`src/rtl/aes_v2_round_seq.sv`:
```
// aes_v2_round_seq
//   Sequences one full AES round on a 128-bit state by driving a shared
//   32-bit word unit: four SubBytes word ops, four MixColumns word ops
//   (skipped on the final round), then a single-cycle AddRoundKey.
//
// Ports:
//   g_clk, g_reset   clock, synchronous active-high reset
//   start            single-cycle request, sampled only while idle
//   enc, last        round direction and final-round flag, captured on start
//   din, rk          input state and round key, captured on start
//   busy             high from the cycle after an accepted start until done
//   done             one-cycle pulse, dout valid
//   dout             result state, held until the next done
//   u_valid, u_sub   op request to the word unit and op select (1 = sub)
//   u_rs1, u_rs2     registered operands, stable while u_valid is high
//   u_enc, u_rot     captured enc, constant 0
//   u_ready, u_rd    unit completion pulse and result word
module aes_v2_round_seq #(
    parameter int unsigned NWORDS = 4
) (
    input  logic         g_clk,
    input  logic         g_reset,
    input  logic         start,
    input  logic         enc,
    input  logic         last,
    input  logic [127:0] din,
    input  logic [127:0] rk,
    output logic         busy,
    output logic         done,
    output logic [127:0] dout,
    output logic         u_valid,
    output logic         u_sub,
    output logic [31:0]  u_rs1,
    output logic [31:0]  u_rs2,
    output logic         u_enc,
    output logic         u_rot,
    input  logic         u_ready,
    input  logic [31:0]  u_rd
);

    typedef enum logic [2:0] {
        IDLE = 3'd0,
        SUB  = 3'd1,
        SGAP = 3'd2,
        MIX  = 3'd3,
        MGAP = 3'd4,
        KEY  = 3'd5,
        DONE = 3'd6
    } state_t;

    state_t      state;
    state_t      state_nxt;

    logic [31:0] s [NWORDS];
    logic [31:0] t [NWORDS];
    logic [31:0] k [NWORDS];
    logic [1:0]  idx;
    logic [1:0]  idx_inc;
    logic        enc_q;
    logic        last_q;
    logic        hs;

    assign idx_inc = idx + 2'd1;
    assign hs      = u_valid && u_ready;
    assign u_enc   = enc_q;
    assign u_rot   = 1'b0;

    // Second SubBytes operand: right neighbour when encrypting, left when decrypting.
    function automatic logic [31:0] sub_rs2(input logic [1:0] j);
        logic [1:0] jn;
        jn = enc_q ? (j + 2'd1) : (j + 2'd3);
        return s[jn];
    endfunction

    // State register
    always_ff @(posedge g_clk) begin
        if (g_reset) begin
            state <= IDLE;
        end else begin
            state <= state_nxt;
        end
    end

    // Next-state logic
    always_comb begin
        state_nxt = state;
        case (state)
            IDLE: if (start) state_nxt = SUB;
            SUB:  if (hs) state_nxt = SGAP;
            SGAP: begin
                if (idx == 2'd3) state_nxt = last_q ? KEY : MIX;
                else             state_nxt = SUB;
            end
            MIX:  if (hs) state_nxt = MGAP;
            MGAP: begin
                if (idx == 2'd3) state_nxt = KEY;
                else             state_nxt = MIX;
            end
            KEY:  state_nxt = DONE;
            DONE: state_nxt = IDLE;
            default: state_nxt = IDLE;
        endcase
    end

    // Output logic
    always_comb begin
        busy = 1'b0;
        done = 1'b0;
        case (state)
            SUB, SGAP, MIX, MGAP, KEY: busy = 1'b1;
            DONE:                      done = 1'b1;
            default: ;
        endcase
    end

    // Datapath and registered unit interface
    always_ff @(posedge g_clk) begin
        if (g_reset) begin
            for (int unsigned i = 0; i < NWORDS; i++) begin
                s[i] <= '0;
                t[i] <= '0;
                k[i] <= '0;
            end
            idx     <= '0;
            enc_q   <= 1'b0;
            last_q  <= 1'b0;
            u_valid <= 1'b0;
            u_sub   <= 1'b0;
            u_rs1   <= '0;
            u_rs2   <= '0;
            dout    <= '0;
        end else begin
            case (state)
                IDLE: begin
                    if (start) begin
                        for (int unsigned i = 0; i < NWORDS; i++) begin
                            s[i] <= din[32*i +: 32];
                            k[i] <= rk[32*i +: 32];
                        end
                        enc_q  <= enc;
                        last_q <= last;
                        idx    <= '0;
                    end
                end
                SUB: begin
                    // The first op of a round spends one cycle registering its
                    // operands; later ops are loaded ahead in the gap cycle.
                    if (!u_valid) begin
                        u_rs1   <= s[idx];
                        u_rs2   <= sub_rs2(idx);
                        u_sub   <= 1'b1;
                        u_valid <= 1'b1;
                    end else if (u_ready) begin
                        t[idx]  <= u_rd;
                        u_valid <= 1'b0;
                    end
                end
                SGAP: begin
                    if (idx == 2'd3) begin
                        idx <= '0;
                        if (!last_q) begin
                            u_rs1   <= t[0];
                            u_rs2   <= t[1];
                            u_sub   <= 1'b0;
                            u_valid <= 1'b1;
                        end
                    end else begin
                        idx     <= idx_inc;
                        u_rs1   <= s[idx_inc];
                        u_rs2   <= sub_rs2(idx_inc);
                        u_valid <= 1'b1;
                    end
                end
                MIX: begin
                    if (hs) begin
                        t[idx]  <= u_rd;
                        u_valid <= 1'b0;
                    end
                end
                MGAP: begin
                    // Operands come from t as it stands, so later ops see
                    // words already overwritten by earlier MIX results.
                    if (idx != 2'd3) begin
                        idx     <= idx_inc;
                        u_rs1   <= t[idx_inc];
                        u_rs2   <= t[idx_inc + 2'd1];
                        u_valid <= 1'b1;
                    end
                end
                KEY: begin
                    for (int unsigned i = 0; i < NWORDS; i++) begin
                        dout[32*i +: 32] <= t[i] ^ k[i];
                    end
                end
                default: ;
            endcase
        end
    end

endmodule

```
`config.mk`:
```
export PLATFORM = sky130hd
export DESIGN_NAME = aes_v2_round_seq
export DESIGN_NICKNAME = d
export VERILOG_FILES = /design/src/rtl/aes_v2_round_seq.sv
export SDC_FILE = /design/constraint.sdc
export NUM_CORES = 1
export LEC_CHECK = 0
export CAP_MARGIN = 20
export CORE_MARGIN = 4
export CORE_UTILIZATION = 39
export CTS_CLUSTER_SIZE = 16
export DETAILED_ROUTE_END_ITERATION = 7
export SLEW_MARGIN = 15
export SYNTH_ARGS = -nofsm -noshare
export SYNTH_HDL_FRONTEND = slang
export SYNTH_SLANG_ARGS = --single-unit
```
`constraint.sdc`:
```
create_clock -name g_clk -period 18.65 [get_ports g_clk]
set_input_delay 1.865 -clock g_clk [delete_from_list [all_inputs] [get_ports g_clk]]
set_output_delay 1.865 -clock g_clk [all_outputs]
set_load 0.01 [all_outputs]
```
* After elaboration in Yosys (flattened, before gate mapping)
Memory sizes are Yosys's and may differ from the RTL's. A register that Yosys moved wholly into a read port is not among the register bits.
Index checks and enable logic that the tools add are counted.
Widths: inputs -> output; s select.
** Word-level totals
- Word-level logic and storage cells :: 124
- Input port bits :: 294
- Bits in writable memories :: 384
- Register bits :: 201
- Memories kept :: 3
** Cells by class
- Mux-type cells :: 65
- Add/subtract/negate cells :: 4
- Reductions and logical operators :: 14
- Bitwise gates (word level) :: 13
- Eq/ne operators :: 16
** Memories
- k :: words 4, width 32, rd ports 4, clocked after Yosys merged registers in 0, write ports 4, RTL line 56 : logic [31:0] k [NWORDS];
- s :: words 4, width 32, rd ports 4, clocked after Yosys merged registers in 1, write ports 4, RTL line 54 : logic [31:0] s [NWORDS];
- t :: words 4, width 32, rd ports 6, clocked after Yosys merged registers in 0, write ports 4, RTL line 55 : logic [31:0] t [NWORDS];
** Operator list (count)
- $mux 32 :: 18
- $pmux 32 s3 :: 2
- $xor 32x32->32 :: 4
- $reduce_or 32->1 :: 1
- $mux 1 :: 27
- $mux 3 :: 6
- $pmux 3 s6 :: 1
- $mux 2 :: 8
- $ne 2x2->1 const B :: 8
- $reduce_and 4->1 :: 3
- $eq 3x3->1 const B :: 3
- $or 1x1->1 :: 9
- $eq 3x2->1 const B :: 2
- $pmux 2 s3 :: 1
- $reduce_and 3->1 :: 2
- $reduce_bool 3->1 :: 2
- $reduce_or 5->1 :: 1
- $add 2x1->2 const B :: 2
- $add 2x2->2 const B :: 2
- $pmux 1 s4 :: 1
- $reduce_bool 4->1 :: 1
- $eq 3x1->1 const B :: 1
- $logic_not 3->1 :: 1
- $ne 3x3->1 const B :: 1
- other kinds (5) :: 5

* Longest topological paths before layout
Gate-level depths: netlist (run 1).
- Word-level depth :: 8
- Depth in mapped cells :: 10
- Mapped depth without buffers :: 6

* Worst setup path after synthesis (run 1)
No wires, ideal clock.
- Path type :: input-to-reg
- Start point :: input g_reset
- End point :: memory k[0][0] (enable)
- Arrival :: 7.138 ns
- Slack :: 10.905 ns
- Path buffers :: 1
- Stages :: 3
- Required time :: 18.043 ns
- Cell sequence :: clkbuf_1 > a21oi_1 > inv_1
** RTL lines
- start, declared :: RTL line 22 : input logic g_reset,
- end, declared :: RTL line 56

==> results.ini, run 1 <==
[sta]
slew_violations = 0
rsz0062_at_grt = no
setup_viol = 0
layout_setup_ws_ns = 13.81
tightest_slew_ns = 1.324
relSlewSlack_pct = 11.75
fin_tns_setup_ns = 0
finClkSkew_ns = 0.02304
fin_crit_sh_pct = 25.97
hold_viol = 0
period_needed_ns = 4.844
clock.fmax_mhz = 206.4

[detailed_routing]
antenna_left = 0
routed_wl_um = 95240
drt_iter0_drc = 1925
drt_first_pass_iters = 5
wl_per_cell_um = 25.25
num_vias = 20852
drc = 0
via_per_inst = 5.528

[global_routing]
grt_pass1_vias = 21483
grt_overflow = 0
grt_usage_pct = 24.20
grt_pass1_wl_um = 139700
grt_max_degree = 256
antenna_found_initial = 6

[critical_path]
crit_path_top_delay_cell = buf_4
max_stage_delay_ns = 0.91
endpoint_kind = flop
crit_type = input pin to flop
required_ns = 18.87
critical_path.most_common_cell = buf_4
critical_path_arrival_ns = 5.06
start_kind = input pin
crit_fanout = 122
path_cells = buf_6 > buf_4 > a21oi_1 > inv_8 > buf_4

[clocking]
cts-root-buf = clkbuf_16
clock_latency_ns = 0.61
path_clk_slew_ns = 0.06
cts_resized = 0
clkSinkCount = 587
cts_max_level = 3
cts_setup_buffers = 0
ctsHoldBuffers = 0
cts_buffers = 68
cts_buffer_depth = 3
cts_tree = yes

[run_status]
status = finished clean

[placement]
placed_cells = 3640
dp_hpwl_um = 68920
dp_slack_ns = 13.18
numPortBuffers = 490
gp_congestion = 0.9050
placed_area_um2 = 33720

[logic_synthesis]
async_flop_share_pct = 0
synth-seq-area-share_pct = 55.37
ys.flop_type = edfxtp_1
synth_cells = 2367
synth_top_area_cell = edfxtp_1
synth-seq-cells = 587
synth_edf_count = 384
yosys-top-cells-count = 384 x and2_1, 384 x edfxtp_1, 203 x dfxtp_1, 203 x nor2_1, 167 x nand2_1
synth_warnings = 0
synth.distinct_cells = 45
synth.area.top_cells = edfxtp_1 41%, dfxtp_1 14%, mux4_2 10%
syn_nets = 2662
synth_area_um2 = 28170
avgSynthCellArea_um2 = 11.90
yosysTopAreaCellShare_pct = 40.94

[final_layout]
nFillCells = 6333
area_growth_syn_to_layout_pct = 27.79
drive_above_1_share_pct = 10.29
layout.nets = 3058
finalNonFillerCells = 3772
fin_area_um2 = 35990
multiInputGateArea_um2 = 11770
regArea_um2 = 15600

[die]
start_util_pct = 39.40
die-area_um2 = 76590
ios = 492
std_cell_rows = 98
die_x_um = 276.7
fp.coreArea_um2 = 71490
die_h_um = 276.7

[power_and_ir_drop]
max-vdd-ir-drop_v = 0.00006304
p_per_area_nw_per_um2 = 91.37
power_leakage_uw = 0.01230

[min_path]
worstHoldPathType = flop to flop

[flow_run]
maxCapViolCount = 0

[cell usage in the layout, fill, tap and decap left out, types with 5 or more instances in the layout]
cell | netlist | final
o211ai_1 | 32 | 32
clkinv_1 | 0 | 12
clkinv_2 | 0 | 11
clkbuf_8 | 0 | 9
nand2_1 | 167 | 167
o21ai_1 | 56 | 55
mux4_2 | 128 | 128
and2_1 | 384 | 384
buf_4 | 12 | 28
a21oi_1 | 136 | 136
mux2i_1 | 65 | 65
nor2_1 | 203 | 200
clkinvlp_4 | 0 | 5
clkbuf_1 | 115 | 12
o22ai_1 | 33 | 33
xnor2_1 | 129 | 129
edfxtp_1 | 384 | 384
nor4_1 | 31 | 31
a211oi_1 | 162 | 162
clkbuf_16 | 0 | 71
o21ai_0 | 14 | 14
clkdlybuf4s50_1 | 0 | 489
dfxtp_1 | 203 | 199
[area by class of cell]
class	instances	area share, %
clock inverters	33	0.6952
well taps	950	3.302
repair buffers	522	14.45
diodes	4	0.02781
inverters	4	0.06257
clock buffers	92	5.406
multi-input cells	1580	32.70
flip-flops and latches	587	43.35
[logic make-up (layout without fill, tap and decap cells)]
logic type | Yosys count | after routing | synth area share (%)
other cells | 1 | 5 | 0.01331
flops | 587 | 587 | 55.37
simple gates | 809 | 809 | 14.82
compound gates | 445 | 445 | 9.990
buf+inv | 200 | 651 | 3.096
mux | 193 | 193 | 12.54
fa+ha+maj | 1 | 1 | 0.04441
xor+xnor | 131 | 131 | 4.127
[worst max-delay path, delay by kind of cell]
family	cells	cell delay, ns
buffers and inverters	4	2.68
AO/OA/AOI/OAI	1	0.29
[per-layer routing]
metal | wire length (um) | share of wire [%] | track usage [%] | vias to the layer above
met5 | 18 | 0.019 | 0 | -
met4 | 3822 | 4.0 | 8.635 | 2
met3 | 6389 | 6.7 | 5.218 | 212
met2 | 50730 | 53 | 45.07 | 875
met1 | 34280 | 36 | 27.27 | 10348
li1 | - | - | - | 9415
[power by group]
part / total, uW / internal, uW / switching (uW)
Sequential: 1560 / 1480 / 81.1
Clock: 1310 / 763 / 550
Combinational: 418 / 212 / 206
Total: 3290 / 2450 / 837
[final timing paths]
check            start  cells past startpoint  slack [ns]   endpoint
max            g_reset                      5       13.81   k[2][24]
min          u_rs1[29]                      2        0.45  u_rs1[29]
max reg2reg     idx[0]                      7       14.43   u_rs2[8]
min reg2reg  u_rs1[29]                      2        0.45  u_rs1[29]
[flip-flops by register name, summed over array words and instances (netlist names), named ones only]
| name | flops |
|---|---|
| state | 3 |
| u_valid | 1 |
| s | 128 |
| u_enc | 1 |
| k | 128 |
| u_rs1 | 32 |
| dout | 128 |
| t | 128 |
| idx | 2 |
| u_sub | 1 |
| u_rs2 | 32 |
| last_q | 1 |
[stage by stage]
step	hold slack, ns	utilization (%)	power, uW
after floorplan	0.4805	-	1798
after global placement	0.4451	47.17	1991
after detailed placement	0.4483	47.17	2000
after CTS	0.4559	50.24	3315
after global routing	0.4769	50.34	3405
final	0.4534	50.35	3289
(Power assumes the default switching activity.)
==> inputs of run 2 (changes only) <==
==> constraint.sdc (replaced) <==
create_clock -name g_clk -period 4.5 [get_ports g_clk]
set_input_delay 0.45 -clock g_clk [delete_from_list [all_inputs] [get_ports g_clk]]
set_output_delay 0.45 -clock g_clk [all_outputs]
set_load 0.01 [all_outputs]
==> run 2 against run 1 <==
Effect of this change:
- clock power increased to 4.3 times the previous value
- via count is 1.3% higher
- worst setup slack worse by 13 ns
- cell count rose by 0.40%
- critical endpoint is now u_rs2[11]
- power increased to 4.2 times the previous value
==> results.ini, run 2 (synthesized netlist as in run 1, its figures left out) <==
[run_status]
status = finished clean  ; unchanged

[critical_path]
crit_fanout = 55  ; was 122
critical_path_arrival_ns = 4.11  ; was 5.06 ns
required_ns = 5.02  ; was 18.87 ns
endpoint_kind = flop  ; unchanged
crit_type = flop to flop  ; was input pin to flop
start_kind = flop  ; was input pin

[sta]
relSlewSlack_pct = 21.45  ; was 11.75%
tightest_slew_ns = 1.178  ; was 1.324 ns
finClkSkew_ns = 0.02548  ; was 0.02304 ns
setup_viol = 0  ; unchanged
slew_violations = 0  ; unchanged
hold_viol = 0  ; unchanged
clock.fmax_mhz = 278.1
fin_crit_sh_pct = 79.90
rsz0062_at_grt = no  ; unchanged
period_needed_ns = 3.596
fin_tns_setup_ns = 0  ; unchanged
layout_setup_ws_ns = 0.9043  ; was 13.81 ns

[die]
ios = 492  ; unchanged
start_util_pct = 39.40  ; unchanged
die_h_um = 276.7  ; unchanged
std_cell_rows = 98  ; unchanged
die_x_um = 276.7  ; unchanged
fp.coreArea_um2 = 71490  ; unchanged
die-area_um2 = 76590  ; unchanged

[clocking]
cts_buffer_depth = 3  ; unchanged
cts_max_level = 3  ; unchanged
cts-root-buf = clkbuf_16  ; unchanged
cts_resized = 0  ; unchanged
cts_tree = yes  ; unchanged
clkSinkCount = 587  ; unchanged
cts_buffers = 67  ; was 68
cts_setup_buffers = 0  ; unchanged
ctsHoldBuffers = 0  ; unchanged
clock_latency_ns = 0.63  ; was 0.61 ns
path_clk_slew_ns = 0.06  ; about the same

[detailed_routing]
drt_iter0_drc = 1953  ; was 1,925
routed_wl_um = 100500  ; was 95,240 um
drt_first_pass_iters = 5  ; unchanged
antenna_left = 0  ; unchanged
num_vias = 21114  ; was 20,852
via_per_inst = 5.575  ; was 5.528
drc = 0  ; unchanged
wl_per_cell_um = 26.54  ; was 25.25 um

[placement]
dp_slack_ns = 0.9518  ; was 13.18 ns
dp_hpwl_um = 71370  ; was 68,920 um
gp_congestion = 0.9144  ; was 0.9050
placed_cells = 3659  ; was 3,640
numPortBuffers = 490  ; unchanged
placed_area_um2 = 33980  ; was 33,720 um^2

[final_layout]
mostFrequentLayoutCells = 489 x clkdlybuf4s50_1, 384 x and2_1, 384 x edfxtp_1, 200 x nor2_1, 199 x dfxtp_1  ; unchanged
drive_above_1_share_pct = 10.88  ; was 10.29%
final_common_cell = clkdlybuf4s50_1  ; unchanged
layout.nets = 3073  ; was 3,058
fin_area_um2 = 36240  ; was 35,990 um^2
area_growth_syn_to_layout_pct = 28.66  ; was 27.79%
finalNonFillerCells = 3787  ; was 3,772
nFillCells = 6210  ; was 6,333

[min_path]
worstHoldPathType = input pin to flop  ; was flop to flop

[power_and_ir_drop]
total_power_uw = 13840  ; was 3289 uW
p_per_area_nw_per_um2 = 381.8  ; was 91.37 nW/um^2
power_leakage_uw = 0.01243  ; was 0.01230 uW
max-vdd-ir-drop_v = 0.0002707  ; was 0.00006304 V

[global_routing]
grt_usage_pct = 25.46  ; was 24.20%
grt_pass1_vias = 21451  ; was 21,483
grt_overflow = 0  ; unchanged
antenna_found_initial = 11  ; was 6
grt_pass1_wl_um = 145100  ; was 139,700 um
grt_max_degree = 114  ; was 256

[flow_run]
maxCapViolCount = 0  ; unchanged

-- run 2: worst max-delay path, cell delays in order, from the launching register on --
cell,delay [ns]
dfxtp_4,0.59
ha_4,0.35
buf_4,0.30
nor4b_4,0.84
nand2b_1,0.29
buf_4,0.32
buf_4,0.24
a21oi_1,0.16
nor4_1,0.08
a211oi_1,0.30
-- run 2: stage by stage --
stage               hold slack [ns]  utilization (%)
floorplan                    0.4805                -
global placement             0.4484            47.49
detailed placement           0.4547            47.53
CTS                          0.3023            50.68
global route                 0.3582            50.69
finish                       0.3416            50.70
-- run 2: metal layers --
| layer | routed length (um) | vias to the layer above | track usage, % |
|---|---|---|---|
| li1 | - | 9474 | - |
| met1 | 37140 | 10451 | 29.84 |
| met2 | 50610 | 955 | 44.52 |
| met3 | 6776 | 224 | 5.058 |
| met4 | 5901 | 10 | 12.93 |
| met5 | 60 | - | 0 |
-- run 2: layout make-up --
cell class	instances	area (um^2)	share of cell area [%]
flip-flops and latches	587	15600	43.05
multi-input cells	1580	11780	32.51
repair buffers	538	5386	14.86
clock buffers	98	1937	5.344
well taps	950	1189	3.280
clock inverters	25	312.8	0.8631
inverters	4	18.77	0.05179
diodes	5	12.51	0.03452
-- run 2: where the power goes --
part           internal (uW)  total [uW]  switching [uW]  leakage (uW)
logic                    892        1730             839       0.00561
registers               6120        6500             386       0.00572
clock network           3270        5600            2330       0.00110
total                  10300       13800            3560        0.0124
-- run 2: worst paths after layout --
path / start / depth (start not counted) / end / slack, ns
worst max register to register: idx[0] / 9 / u_rs2[11] / 0.90
worst max-delay path: idx[0] / 9 / u_rs2[11] / 0.90
worst min-delay path: g_reset / 2 / u_sub / 0.34
worst min register to register: u_rs1[25] / 2 / u_rs1[25] / 0.46
==> inputs of run 3 (changes only) <==
==> constraint.sdc (replaced) <==
create_clock -name g_clk -period 2.9 [get_ports g_clk]
set_input_delay 0.29 -clock g_clk [delete_from_list [all_inputs] [get_ports g_clk]]
set_output_delay 0.29 -clock g_clk [all_outputs]
set_load 0.01 [all_outputs]
==> run 3 against run 2 <==
Effect of this change:
- power rose by 53%
- hold slack got worse by 0.074 ns
- sequential share of layout area fell by 0.21 points
- worst setup slack lost 0.78 ns
- register-to-register slack got worse by 0.58 ns
- clock power increased by 50%
- die area unchanged
- via count fell by 0.55%
- design area rose by 0.49%
- cell count grew 0.37%
- largest power group unchanged
==> results.ini, run 3 (synthesized netlist as in run 1, its figures left out) <==
[clocking]
cts_buffers = 67  ; unchanged
clock_latency_ns = 0.62  ; was 0.63 ns
cts_buffer_depth = 3  ; unchanged
clkSinkCount = 587  ; unchanged
cts_setup_buffers = 0  ; unchanged
path_clk_slew_ns = 0.06  ; about the same
cts-root-buf = clkbuf_16  ; unchanged
cts_max_level = 3  ; unchanged
cts_tree = yes  ; unchanged

[critical_path]
path_cells = buf_4 > nand2_1 > nor2_1 > clkdlybuf4s50_1  ; was ha_4 > buf_4 > nor4b_4 > nand2b_1 > buf_4 > buf_4 > a21oi_1 > nor4_1 > a211oi_1
crit_path_top_delay_cell = clkdlybuf4s50_1  ; was nor4b_4
crit_type = flop to output port  ; was flop to flop
cpLargestDelayFamily = buffers and inverters  ; was simple AND/OR/NAND/NOR gates
critical_path_arrival_ns = 2.49  ; was 4.11 ns
crit_fanout = 10  ; was 55
max_stage_delay_ns = 0.62  ; was 0.84 ns
start_kind = flop  ; unchanged
required_ns = 2.61  ; was 5.02 ns
endpoint_kind = output port  ; was flop
critPathBufInv = 2  ; was 3

[sta]
rsz0062_at_grt = no  ; unchanged
hold_viol = 0  ; unchanged
setup_viol = 0  ; unchanged
finClkSkew_ns = 0.02518  ; was 0.02548 ns
fin_crit_sh_pct = 95.80
slew_violations = 0  ; unchanged
clock.fmax_mhz = 360.0
relSlewSlack_pct = 22.96  ; was 21.45%
layout_setup_ws_ns = 0.1219  ; was 0.9043 ns
tightest_slew_ns = 1.156  ; was 1.178 ns
hold_ws_ns = 0.2678  ; was 0.3416 ns
period_needed_ns = 2.778

[power_and_ir_drop]
swShare_pct = 25.66  ; was 25.69%
p_per_area_nw_per_um2 = 582.6  ; was 381.8 nW/um^2
combinationalPowerShare_pct = 13.0  ; was 12.5%
pwr-share-clk_pct = 39.6  ; was 40.5%
seq_power_share_pct = 47.4  ; was 47.0%
max-vdd-ir-drop_v = 0.0004510  ; was 0.0002707 V
switchingPower_uw = 5445  ; was 3555 uW
p_int_uw = 15770  ; was 10,280 uW
power_leakage_uw = 0.01251  ; was 0.01243 uW

[die]
die_x_um = 276.7  ; unchanged
start_util_pct = 39.40  ; unchanged
fp.coreArea_um2 = 71490  ; unchanged
die_h_um = 276.7  ; unchanged
ios = 492  ; unchanged
std_cell_rows = 98  ; unchanged
die-area_um2 = 76590  ; unchanged

[placement]
placed_cells = 3672  ; was 3,659
numPortBuffers = 490  ; unchanged
dp_hpwl_um = 70940  ; was 71,370 um
dp_slack_ns = 0.3077  ; was 0.9518 ns
gp_congestion = 0.9018  ; was 0.9144

[final_layout]
final_common_cell = clkdlybuf4s50_1  ; unchanged
nFillCells = 6281  ; was 6,210
final_util_pct = 50.95  ; was 50.70%
layout.nets = 3087  ; was 3,073
regArea_um2 = 15600  ; about the same
area_growth_syn_to_layout_pct = 29.30  ; was 28.66%
drive_above_1_share_pct = 11.28  ; was 10.88%
mostFrequentLayoutCells = 489 x clkdlybuf4s50_1, 384 x and2_1, 384 x edfxtp_1, 200 x nor2_1, 198 x dfxtp_1  ; was 489 x clkdlybuf4s50_1, 384 x and2_1, 384 x edfxtp_1, 200 x nor2_1, 199 x dfxtp_1
finalNonFillerCells = 3801  ; was 3,787
multiInputGateArea_um2 = 11790  ; was 11,780 um^2

[run_status]
status = finished clean  ; unchanged

[global_routing]
grt_pass1_wl_um = 142900  ; was 145,100 um
antenna_found_initial = 9  ; was 11
grt_usage_pct = 25.03  ; was 25.46%
grt_overflow = 0  ; unchanged
grt_max_degree = 203  ; was 114
grt_pass1_vias = 21191  ; was 21,451

[detailed_routing]
wl_per_cell_um = 26.02  ; was 26.54 um
drt_first_pass_iters = 5  ; unchanged
num_vias = 20998  ; was 21,114
via_per_inst = 5.524  ; was 5.575
routed_wl_um = 98910  ; was 100,500 um
antenna_left = 0  ; unchanged
drc = 0  ; unchanged
drt_iter0_drc = 1923  ; was 1,953

[flow_run]
maxCapViolCount = 0  ; unchanged

[min_path]
worstHoldPathType = input pin to flop  ; unchanged

## run 3: path summary, 6_finish.rpt
kind                  start   endpoint  slack [ns]  cells after the start
hold / removal         last     last_q        0.27                      2
hold reg to reg   u_rs1[14]  u_rs1[14]        0.45                      2
setup reg to reg     idx[1]   u_rs2[2]        0.32                      7
setup / recovery   state[2]       done        0.12                      4
## run 3: final cells by class
type | instances | area share (%)
diodes | 4 | 0.02748
clock buffers | 95 | 5.143
clock inverters | 29 | 0.8348
inverters | 4 | 0.05153
multi-input cells | 1580 | 32.36
flip-flops and latches | 587 | 42.84
well taps | 950 | 3.264
repair buffers | 552 | 15.48
## run 3: through the flow
| step | TNS (ns) | power [uW] | cell area, um^2 |
|---|---|---|---|
| after floorplan | -523.25 | 11550 | 28200 |
| after global placement | 0 | 12960 | 34220 |
| after detailed placement | 0 | 13000 | 34220 |
| after CTS | 0 | 21420 | 36400 |
| after global routing | 0 | 22010 | 36410 |
| final | 0 | 21220 | 36420 |
## run 3: timing repair
| action | in CTS | in global routing |
|---|---|---|
| hold buffers | 1 | 0 |
| endpoints found under the hold margin | 2 | 0 |
| setup endpoints to repair | 0 | 1 |
| resized for setup | 0 | 2 |
## run 3: worst register-to-register path: stages (launching register included)
cell	delay [ns]
dfxtp_1	0.50
ha_4	0.34
xnor2_4	0.23
buf_4	0.39
mux2i_1	0.32
o22ai_1	0.10
nor4_1	0.41
a211oi_1	0.14
## run 3: power groups by stage
stage	registers (uW)	clock network (uW)	logic, uW
after floorplan	10000	0	1550
final	10100	8400	2760
after global placement	10200	0	2730
after global routing	10100	8950	2970
after detailed placement	10200	0	2770
after CTS	10100	8580	2790
## run 3: routing by layer
metal | share of wire [%] | wire [um] | up-vias | GRT usage [%]
met1 | 37 | 36820 | 10431 | 29.56
met3 | 6.3 | 6229 | 209 | 4.949
met2 | 52 | 51060 | 859 | 44.68
li1 | - | - | 9489 | -
met5 | 0.070 | 69 | - | 0
met4 | 4.8 | 4727 | 10 | 10.39
